--- src/rtl/fwd_hazard_ctrl_if.sv ---
// Signal bundle between the ID/EX pipeline registers and the forwarding/hazard controller.
// The pipeline side drives the master modport; the controller sits on the slave modport.
interface fwd_hazard_ctrl_if #(
   parameter int NUM_SRC    = 2,
   parameter int FWD_STAGES = 2,
   parameter int REG_AW     = 5,
   parameter int MAX_LL     = 4,
   parameter int CNT_W      = 16
);
   localparam int SEL_W = $clog2(FWD_STAGES + 1);
   localparam int LLC_W = $clog2(MAX_LL + 1);

   logic [NUM_SRC*REG_AW-1:0]    ex_rs;
   logic [FWD_STAGES*REG_AW-1:0] stage_rd;
   logic [FWD_STAGES-1:0]        stage_wr;
   logic [NUM_SRC*SEL_W-1:0]     fwd_sel;
   logic                         id_valid;
   logic [NUM_SRC*REG_AW-1:0]    id_rs;
   logic [NUM_SRC-1:0]           id_rs_used;
   logic [REG_AW-1:0]            id_rd;
   logic                         id_is_ll;
   logic                         ex_is_load;
   logic [REG_AW-1:0]            ex_rd;
   logic                         ll_done;
   logic [REG_AW-1:0]            ll_done_rd;
   logic                         stall_id;
   logic                         flush_ex;
   logic [LLC_W-1:0]             ll_outstanding;
   logic [CNT_W-1:0]             stall_cnt;
   logic                         lu_state;

   modport master (
      output ex_rs, stage_rd, stage_wr, id_valid, id_rs, id_rs_used, id_rd,
             id_is_ll, ex_is_load, ex_rd, ll_done, ll_done_rd,
      input  fwd_sel, stall_id, flush_ex, ll_outstanding, stall_cnt, lu_state
   );

   modport slave (
      input  ex_rs, stage_rd, stage_wr, id_valid, id_rs, id_rs_used, id_rd,
             id_is_ll, ex_is_load, ex_rd, ll_done, ll_done_rd,
      output fwd_sel, stall_id, flush_ex, ll_outstanding, stall_cnt, lu_state
   );
endinterface

--- src/rtl/fwd_hazard_ctrl.sv ---
// Operand forwarding select, load-use stall FSM and long-latency scoreboard for the EX/ID stages.
// No valid/ready handshake here: every input is a per-cycle pipeline level, every output a per-cycle decision.
module fwd_hazard_ctrl #(
   parameter int NUM_SRC    = 2,
   parameter int FWD_STAGES = 2,
   parameter int REG_AW     = 5,
   parameter int LOAD_LAT   = 1,
   parameter int MAX_LL     = 4,
   parameter int CNT_W      = 16
) (
   input  logic               clk,
   input  logic               rst_n,
   fwd_hazard_ctrl_if.slave   bus
);
   localparam int SEL_W = $clog2(FWD_STAGES + 1);
   localparam int LLC_W = $clog2(MAX_LL + 1);
   localparam int NREG  = 1 << REG_AW;
   localparam int LC_W  = (LOAD_LAT > 1) ? $clog2(LOAD_LAT) : 1;

   typedef enum logic {
      IDLE     = 1'b0,
      LU_STALL = 1'b1
   } lu_state_e;

   lu_state_e              state_q, state_d;
   logic [LC_W-1:0]        lcnt_q, lcnt_d;
   logic [NREG-1:0]        sb_q, sb_d;
   logic [LLC_W-1:0]       ll_cnt_q, ll_cnt_d;
   logic [CNT_W-1:0]       stall_cnt_q, stall_cnt_d;

   logic [NUM_SRC*SEL_W-1:0] fwd_sel_c;
   logic                     lu_hit;
   logic                     sb_hit;
   logic                     ll_full;
   logic                     lu_stall;
   logic                     stall_c;
   logic                     ll_issue;
   logic                     ll_comp;

   // Scan oldest to youngest so the youngest matching stage overwrites the select.
   always_comb begin
      fwd_sel_c = '0;
      for (int i = 0; i < NUM_SRC; i++) begin
         for (int k = FWD_STAGES - 1; k >= 0; k--) begin
            if (bus.stage_wr[k] &&
                (bus.stage_rd[k*REG_AW +: REG_AW] != '0) &&
                (bus.stage_rd[k*REG_AW +: REG_AW] == bus.ex_rs[i*REG_AW +: REG_AW])) begin
               fwd_sel_c[i*SEL_W +: SEL_W] = SEL_W'(k + 1);
            end
         end
      end
   end

   always_comb begin
      lu_hit  = 1'b0;
      sb_hit  = 1'b0;
      ll_full = 1'b0;
      if (bus.id_valid) begin
         for (int i = 0; i < NUM_SRC; i++) begin
            if (bus.id_rs_used[i] && (bus.id_rs[i*REG_AW +: REG_AW] != '0)) begin
               if (bus.ex_is_load && (bus.ex_rd != '0) &&
                   (bus.id_rs[i*REG_AW +: REG_AW] == bus.ex_rd)) begin
                  lu_hit = 1'b1;
               end
               if (sb_q[bus.id_rs[i*REG_AW +: REG_AW]]) begin
                  sb_hit = 1'b1;
               end
            end
         end
         if ((bus.id_rd != '0) && sb_q[bus.id_rd]) begin
            sb_hit = 1'b1;
         end
         ll_full = bus.id_is_ll && (ll_cnt_q == LLC_W'(MAX_LL));
      end
   end

   // The detecting cycle is stall cycle one; LU_STALL covers the remaining LOAD_LAT-1.
   always_comb begin
      state_d  = state_q;
      lcnt_d   = lcnt_q;
      lu_stall = 1'b0;
      case (state_q)
         IDLE: begin
            if (lu_hit) begin
               lu_stall = 1'b1;
               lcnt_d   = LC_W'(LOAD_LAT - 1);
               if (LOAD_LAT > 1) begin
                  state_d = LU_STALL;
               end
            end
         end
         LU_STALL: begin
            lu_stall = 1'b1;
            lcnt_d   = lcnt_q - LC_W'(1);
            if (lcnt_q <= LC_W'(1)) begin
               state_d = IDLE;
            end
         end
         default: begin
            state_d = IDLE;
            lcnt_d  = '0;
         end
      endcase
   end

   assign stall_c  = lu_stall || sb_hit || ll_full;
   assign ll_issue = bus.id_valid && bus.id_is_ll && !stall_c && (bus.id_rd != '0);
   assign ll_comp  = bus.ll_done && (bus.ll_done_rd != '0) && sb_q[bus.ll_done_rd];

   // Issue is applied after completion so a same-register pair leaves the bit set.
   always_comb begin
      sb_d     = sb_q;
      ll_cnt_d = ll_cnt_q;
      if (ll_comp) begin
         sb_d[bus.ll_done_rd] = 1'b0;
      end
      if (ll_issue) begin
         sb_d[bus.id_rd] = 1'b1;
      end
      case ({ll_issue, ll_comp})
         2'b10:   ll_cnt_d = ll_cnt_q + LLC_W'(1);
         2'b01:   ll_cnt_d = ll_cnt_q - LLC_W'(1);
         default: ll_cnt_d = ll_cnt_q;
      endcase
   end

   always_comb begin
      stall_cnt_d = stall_cnt_q;
      if (stall_c && (stall_cnt_q != '1)) begin
         stall_cnt_d = stall_cnt_q + CNT_W'(1);
      end
   end

   always_ff @(posedge clk or negedge rst_n) begin
      if (!rst_n) begin
         state_q     <= IDLE;
         lcnt_q      <= '0;
         sb_q        <= '0;
         ll_cnt_q    <= '0;
         stall_cnt_q <= '0;
      end else begin
         state_q     <= state_d;
         lcnt_q      <= lcnt_d;
         sb_q        <= sb_d;
         ll_cnt_q    <= ll_cnt_d;
         stall_cnt_q <= stall_cnt_d;
      end
   end

   // Combinational outputs are forced low while reset is held, not just the registers.
   assign bus.fwd_sel        = rst_n ? fwd_sel_c : '0;
   assign bus.stall_id       = rst_n && stall_c;
   assign bus.flush_ex       = rst_n && stall_c;
   assign bus.ll_outstanding = ll_cnt_q;
   assign bus.stall_cnt      = stall_cnt_q;
   assign bus.lu_state       = (state_q == LU_STALL);
endmodule

--- src/flat_wrapper.sv ---
// flat-port wrapper written by rule: the top's interface ports become plain ports
module fwd_hazard_ctrl_flat 
#(
   parameter int NUM_SRC    = 2,
   parameter int FWD_STAGES = 2,
   parameter int REG_AW     = 5,
   parameter int LOAD_LAT   = 1,
   parameter int MAX_LL     = 4,
   parameter int CNT_W      = 16
)
  (clk, rst_n, bus_ex_rs, bus_stage_rd, bus_stage_wr, bus_id_valid, bus_id_rs, bus_id_rs_used, bus_id_rd, bus_id_is_ll, bus_ex_is_load, bus_ex_rd, bus_ll_done, bus_ll_done_rd, bus_fwd_sel, bus_stall_id, bus_flush_ex, bus_ll_outstanding, bus_stall_cnt, bus_lu_state);
  fwd_hazard_ctrl_if #(.NUM_SRC(NUM_SRC), .FWD_STAGES(FWD_STAGES), .REG_AW(REG_AW), .MAX_LL(MAX_LL), .CNT_W(CNT_W)) bus_i ();
  input  logic clk;
  input  logic rst_n;
  input wire logic [$bits(bus_i.ex_rs)-1:0] bus_ex_rs;
  input wire logic [$bits(bus_i.stage_rd)-1:0] bus_stage_rd;
  input wire logic [$bits(bus_i.stage_wr)-1:0] bus_stage_wr;
  input wire logic [$bits(bus_i.id_valid)-1:0] bus_id_valid;
  input wire logic [$bits(bus_i.id_rs)-1:0] bus_id_rs;
  input wire logic [$bits(bus_i.id_rs_used)-1:0] bus_id_rs_used;
  input wire logic [$bits(bus_i.id_rd)-1:0] bus_id_rd;
  input wire logic [$bits(bus_i.id_is_ll)-1:0] bus_id_is_ll;
  input wire logic [$bits(bus_i.ex_is_load)-1:0] bus_ex_is_load;
  input wire logic [$bits(bus_i.ex_rd)-1:0] bus_ex_rd;
  input wire logic [$bits(bus_i.ll_done)-1:0] bus_ll_done;
  input wire logic [$bits(bus_i.ll_done_rd)-1:0] bus_ll_done_rd;
  output wire logic [$bits(bus_i.fwd_sel)-1:0] bus_fwd_sel;
  output wire logic [$bits(bus_i.stall_id)-1:0] bus_stall_id;
  output wire logic [$bits(bus_i.flush_ex)-1:0] bus_flush_ex;
  output wire logic [$bits(bus_i.ll_outstanding)-1:0] bus_ll_outstanding;
  output wire logic [$bits(bus_i.stall_cnt)-1:0] bus_stall_cnt;
  output wire logic [$bits(bus_i.lu_state)-1:0] bus_lu_state;
  assign bus_i.ex_rs = bus_ex_rs;
  assign bus_i.stage_rd = bus_stage_rd;
  assign bus_i.stage_wr = bus_stage_wr;
  assign bus_i.id_valid = bus_id_valid;
  assign bus_i.id_rs = bus_id_rs;
  assign bus_i.id_rs_used = bus_id_rs_used;
  assign bus_i.id_rd = bus_id_rd;
  assign bus_i.id_is_ll = bus_id_is_ll;
  assign bus_i.ex_is_load = bus_ex_is_load;
  assign bus_i.ex_rd = bus_ex_rd;
  assign bus_i.ll_done = bus_ll_done;
  assign bus_i.ll_done_rd = bus_ll_done_rd;
  assign bus_fwd_sel = bus_i.fwd_sel;
  assign bus_stall_id = bus_i.stall_id;
  assign bus_flush_ex = bus_i.flush_ex;
  assign bus_ll_outstanding = bus_i.ll_outstanding;
  assign bus_stall_cnt = bus_i.stall_cnt;
  assign bus_lu_state = bus_i.lu_state;
  fwd_hazard_ctrl #(.NUM_SRC(NUM_SRC), .FWD_STAGES(FWD_STAGES), .REG_AW(REG_AW), .LOAD_LAT(LOAD_LAT), .MAX_LL(MAX_LL), .CNT_W(CNT_W)) u_core (.clk(clk), .rst_n(rst_n), .bus(bus_i));
endmodule
--- config.mk ---
export PLATFORM = sky130hd
export DESIGN_NAME = fwd_hazard_ctrl_flat
export DESIGN_NICKNAME = d
export VERILOG_FILES = /design/src/rtl/fwd_hazard_ctrl_if.sv /design/src/rtl/fwd_hazard_ctrl.sv /design/src/flat_wrapper.sv
export SDC_FILE = /design/constraint.sdc
export NUM_CORES = 1
export LEC_CHECK = 0
export CAP_MARGIN = 15
export CORE_UTILIZATION = 48
export CTS_CLUSTER_DIAMETER = 30
export DETAILED_ROUTE_END_ITERATION = 10
export GPL_TIMING_DRIVEN = 0
export PLACE_DENSITY = 0.89
export SYNTH_ARGS = -nofsm -noshare
export SYNTH_HDL_FRONTEND = slang
export SYNTH_SLANG_ARGS = --single-unit
--- constraint.sdc ---
create_clock -name clk -period 4.4 [get_ports clk]
set_clock_uncertainty 0.1 [all_clocks]
set_input_delay 1.1 -clock clk [delete_from_list [all_inputs] [get_ports clk]]
set_output_delay 1.1 -clock clk [all_outputs]
set_load 0.01 [all_outputs]
==> results.sh <==
export IMPL_grt_overflow=0
export IMPL_ys_seq_elements=51
export IMPL_setup_violations=2
export IMPL_synth_edf_count=0
export IMPL_fin_nets=583
export IMPL_syn_area_per_cell_um2=9.80
export IMPL_fp_dieW_um=94.2
export IMPL_seq_area_um2=1280
export IMPL_cts_buffers=5
export IMPL_critPathSlowestCell="nor4_4"
export IMPL_vias=4159
export IMPL_cts_root_buf="clkbuf_8"
export IMPL_drtIter0Drc=370
export IMPL_insertion_delay_ps=320
export IMPL_ys_types=56
export IMPL_multi_input_area_um2=2740
export IMPL_top_layer="met4"
export IMPL_slew_headroom=0.647
export IMPL_endpoint_kind="primary output"
export IMPL_grt_antenna_before_repair=0
export IMPL_core_area_um2=8220
export IMPL_ir_drop_mv=0.382
export IMPL_worstMarginPinSlew_ps=517
export IMPL_timing_hold_violations_final=0
export IMPL_outcome="finished, violations left"
export IMPL_dp_cells=596
export IMPL_drv_cap=0
export IMPL_netlist_instances=416
export IMPL_fin_crit_ps=4630
export IMPL_io_pins=81
export IMPL_clk_path_buf_depth=2
export IMPL_setup_ws_ps=-230
export IMPL_synthesis_nets=474
export IMPL_gp_congestion=0.970
export IMPL_die_y_um=94.2
export IMPL_drt_met1_wl_um=4700
export IMPL_critPathLaunchType="input port"
export IMPL_utilization=0.667
export IMPL_dieArea_um2=8870
export IMPL_port_buffers=74
export IMPL_hold_class="register to register"
export IMPL_ys_warn_count=0
export IMPL_path_max_fanout=6
export IMPL_hold_depth=1
export IMPL_slew_viol_final=0
export IMPL_wl_per_cell_um=20.4
export IMPL_violations="negative setup slack"
export IMPL_synth_flop_cell="dfrtp_1"
export IMPL_drc_errors=0
export IMPL_powerDensity_nw_per_um2=284
export IMPL_grt_pass1_wl_um=20500
export IMPL_rsz0062_at_grt="true"
export IMPL_arrival_ps=3430
export IMPL_cts_hold_buf=0
export IMPL_grt_pass1_vias=4250
export IMPL_crit_chain="dlygate4sd2_1, clkbuf_8, buf_4, and3_4, a222oi_1, a32oi_2, nor4_4, buf_4, nand2_2, and3_4, buf_6, buf_6"
export IMPL_leakage_nw=2.25
export IMPL_synthArstFlopShare=1.00
export IMPL_clkTransAtPathRegs_ps=100
export IMPL_wl_met2_um=6380
export IMPL_met3_length_um=1160
export IMPL_initial_utilization=0.496
export IMPL_wl_um=12900
export IMPL_finalCritPeriodShare=1.05
export IMPL_grt_max_degree=42
export IMPL_yosysSeqAreaShare=0.313
export IMPL_diodes=0
export IMPL_area_growth_pct=34.4
export IMPL_ctsHtreeMaxLevel=2
export IMPL_detail_route_antenna_nets=0
export IMPL_r2r_cells=14
export IMPL_slowest_delay_ps=400
export IMPL_cts_tree="done"
export IMPL_required_ps=3200
export IMPL_netlist_area_um2=4080
export IMPL_dp_hpwl_um=8880
export IMPL_layout_cells_non_filler=631
export IMPL_cts_sinks=51
export IMPL_track_usage=0.302
export IMPL_first_pass_iters=5
export IMPL_max_freq_ghz=0.216
export IMPL_drive_gt1_frac=0.219
export IMPL_fillers=651
export IMPL_criticalPathCategory="input port to primary output"
export IMPL_viasPerCell=6.59
export IMPL_fp_row_count=33
kinds of logic (layout without fill, tap and decap cells):
kind of cell	after synthesis	after routing	share of synthesized area
compound gates	111	111	0.176
xor+xnor	46	46	0.0988
fa+ha+maj	3	3	0.0110
buf+inv	37	147	0.0433
flops	51	51	0.313
mux	48	48	0.181
other cells	1	1	0.000920
simple gates	119	119	0.176
state kept, by name, summed over array words and instances, names as in the netlist:
name and cells:
u_core.sb_q 32, u_core.bus.stall_cnt 16, u_core.bus.ll_outstanding 3
timing repair:
item	in CTS	in global routing
gates cloned	1	0
setup endpoints to repair	7	4
pin swaps	9	5
resized for setup	63	24
setup buffers	21	6
synth_stat cells, types with 3 or more instances:
cell type | count | share of area
nor2b_1 | 6 | 0.0092
nor3_1 | 3 | 0.0037
clkbuf_1 | 16 | 0.015
buf_6 | 3 | 0.0083
dfrtp_1 | 51 | 0.31
or3b_2 | 7 | 0.015
o31ai_1 | 23 | 0.042
and2_1 | 3 | 0.0046
nor4_1 | 6 | 0.0092
mux2i_1 | 21 | 0.052
nand2_1 | 19 | 0.017
mux2_2 | 7 | 0.019
buf_2 | 6 | 0.0074
nand2b_1 | 6 | 0.0092
a211oi_1 | 3 | 0.0055
o22ai_1 | 5 | 0.0077
nand3_1 | 17 | 0.021
inv_1 | 8 | 0.0074
nand3b_1 | 8 | 0.015
o41ai_1 | 4 | 0.0086
mux4_2 | 20 | 0.11
nor3b_1 | 3 | 0.0055
a21oi_1 | 14 | 0.017
and3_1 | 8 | 0.012
nor2_1 | 8 | 0.0074
xnor2_1 | 12 | 0.026
xor2_1 | 34 | 0.073
o21ai_0 | 42 | 0.052
nand4_1 | 7 | 0.011
or4_1 | 9 | 0.017
a2111oi_0 | 3 | 0.0064
worst max-delay path: cells and delay by family:
family	cells	cell delay, ps
compound gates	2	600
buf+inv	6	980
simple gates	4	760
metrics by stage:
stage / power, mW / setup TNS (ps) / instance area (µm²) / hold WS, ps / worst slack [ps]
floorplan: 0.950 / -153 / 4130 / 378 / -135
global placement: 1.18 / -12040 / 5000 / 378 / -1750
detailed placement: 1.20 / -9520 / 5010 / 383 / -1550
CTS: 1.54 / -353 / 5380 / 397 / -219
global route: 1.64 / -455 / 5480 / 417 / -279
finish: 1.56 / -358 / 5480 / 396 / -230
report_power, final:
group          internal (mW)  total [mW]  switching (mW)  leakage (nW)
Sequential             0.548       0.663           0.115         0.682
Combinational          0.322       0.591           0.269          1.52
Clock                  0.143       0.303           0.160        0.0505
Total                   1.01        1.56           0.544          2.25
placed cells by master (no fill, tap or decap), drive strengths merged, types with 2 or more instances in the layout:
cell / instances
a2111oi: 3
a211oi: 3
a21oi: 14
a2bb2oi: 2
and2: 3
and3: 8
buf: 48
clkbuf: 23
clkdlybuf4s50: 59
dfrtp: 51
dlygate4sd2: 8
ha: 2
inv: 8
mux2: 7
mux2i: 21
mux4: 20
nand2: 20
nand2b: 6
nand3: 17
nand3b: 8
nand4: 7
nor2: 8
nor2b: 6
nor3: 3
nor3b: 3
nor4: 7
o211ai: 2
o21ai: 42
o221ai: 2
o22ai: 5
o31ai: 23
o41ai: 4
or2: 4
or3: 2
or3b: 7
or4: 9
xnor2: 12
xor2: 34
final cells by class:
| type | count | area share |
|---|---|---|
| Clock buffer | 7 | 0.0176 |
| Sequential cell | 51 | 0.233 |
| Inverter | 8 | 0.00548 |
| Multi-Input combinational cell | 328 | 0.500 |
| Buffer | 28 | 0.0418 |
| Tap cell | 105 | 0.0240 |
| Clock inverter | 1 | 0.00137 |
| Timing Repair Buffer | 103 | 0.177 |
metal layers:
layer / vias to the layer above / global-route usage
met5: - / 0
met4: 0 / 0.162
met3: 70 / 0.0356
met2: 281 / 0.522
met1: 1995 / 0.364
li1: 1813 / -
path summary, 6_finish.rpt:
path / start / to / slack, ps
min in group asynchronous: rst_n / u_core.bus.stall_cnt[2]$_DFFE_PN0P_ / 580
worst max register to register: u_core.sb_q[31]$_DFF_PN0_ / u_core.bus.ll_outstanding[2]$_DFFE_PN0P_ / 670
worst min-delay path: u_core.bus.stall_cnt[9]$_DFFE_PN0P_ / u_core.bus.stall_cnt[9]$_DFFE_PN0P_ / 400
max in group asynchronous: rst_n / u_core.sb_q[10]$_DFF_PN0_ / 3070
worst max-delay path: bus_id_rd[4] / bus_stall_id / -230
worst min register to register: u_core.bus.stall_cnt[9]$_DFFE_PN0P_ / u_core.bus.stall_cnt[9]$_DFFE_PN0P_ / 400
Note: power is estimated with default switching activity, not from simulation.
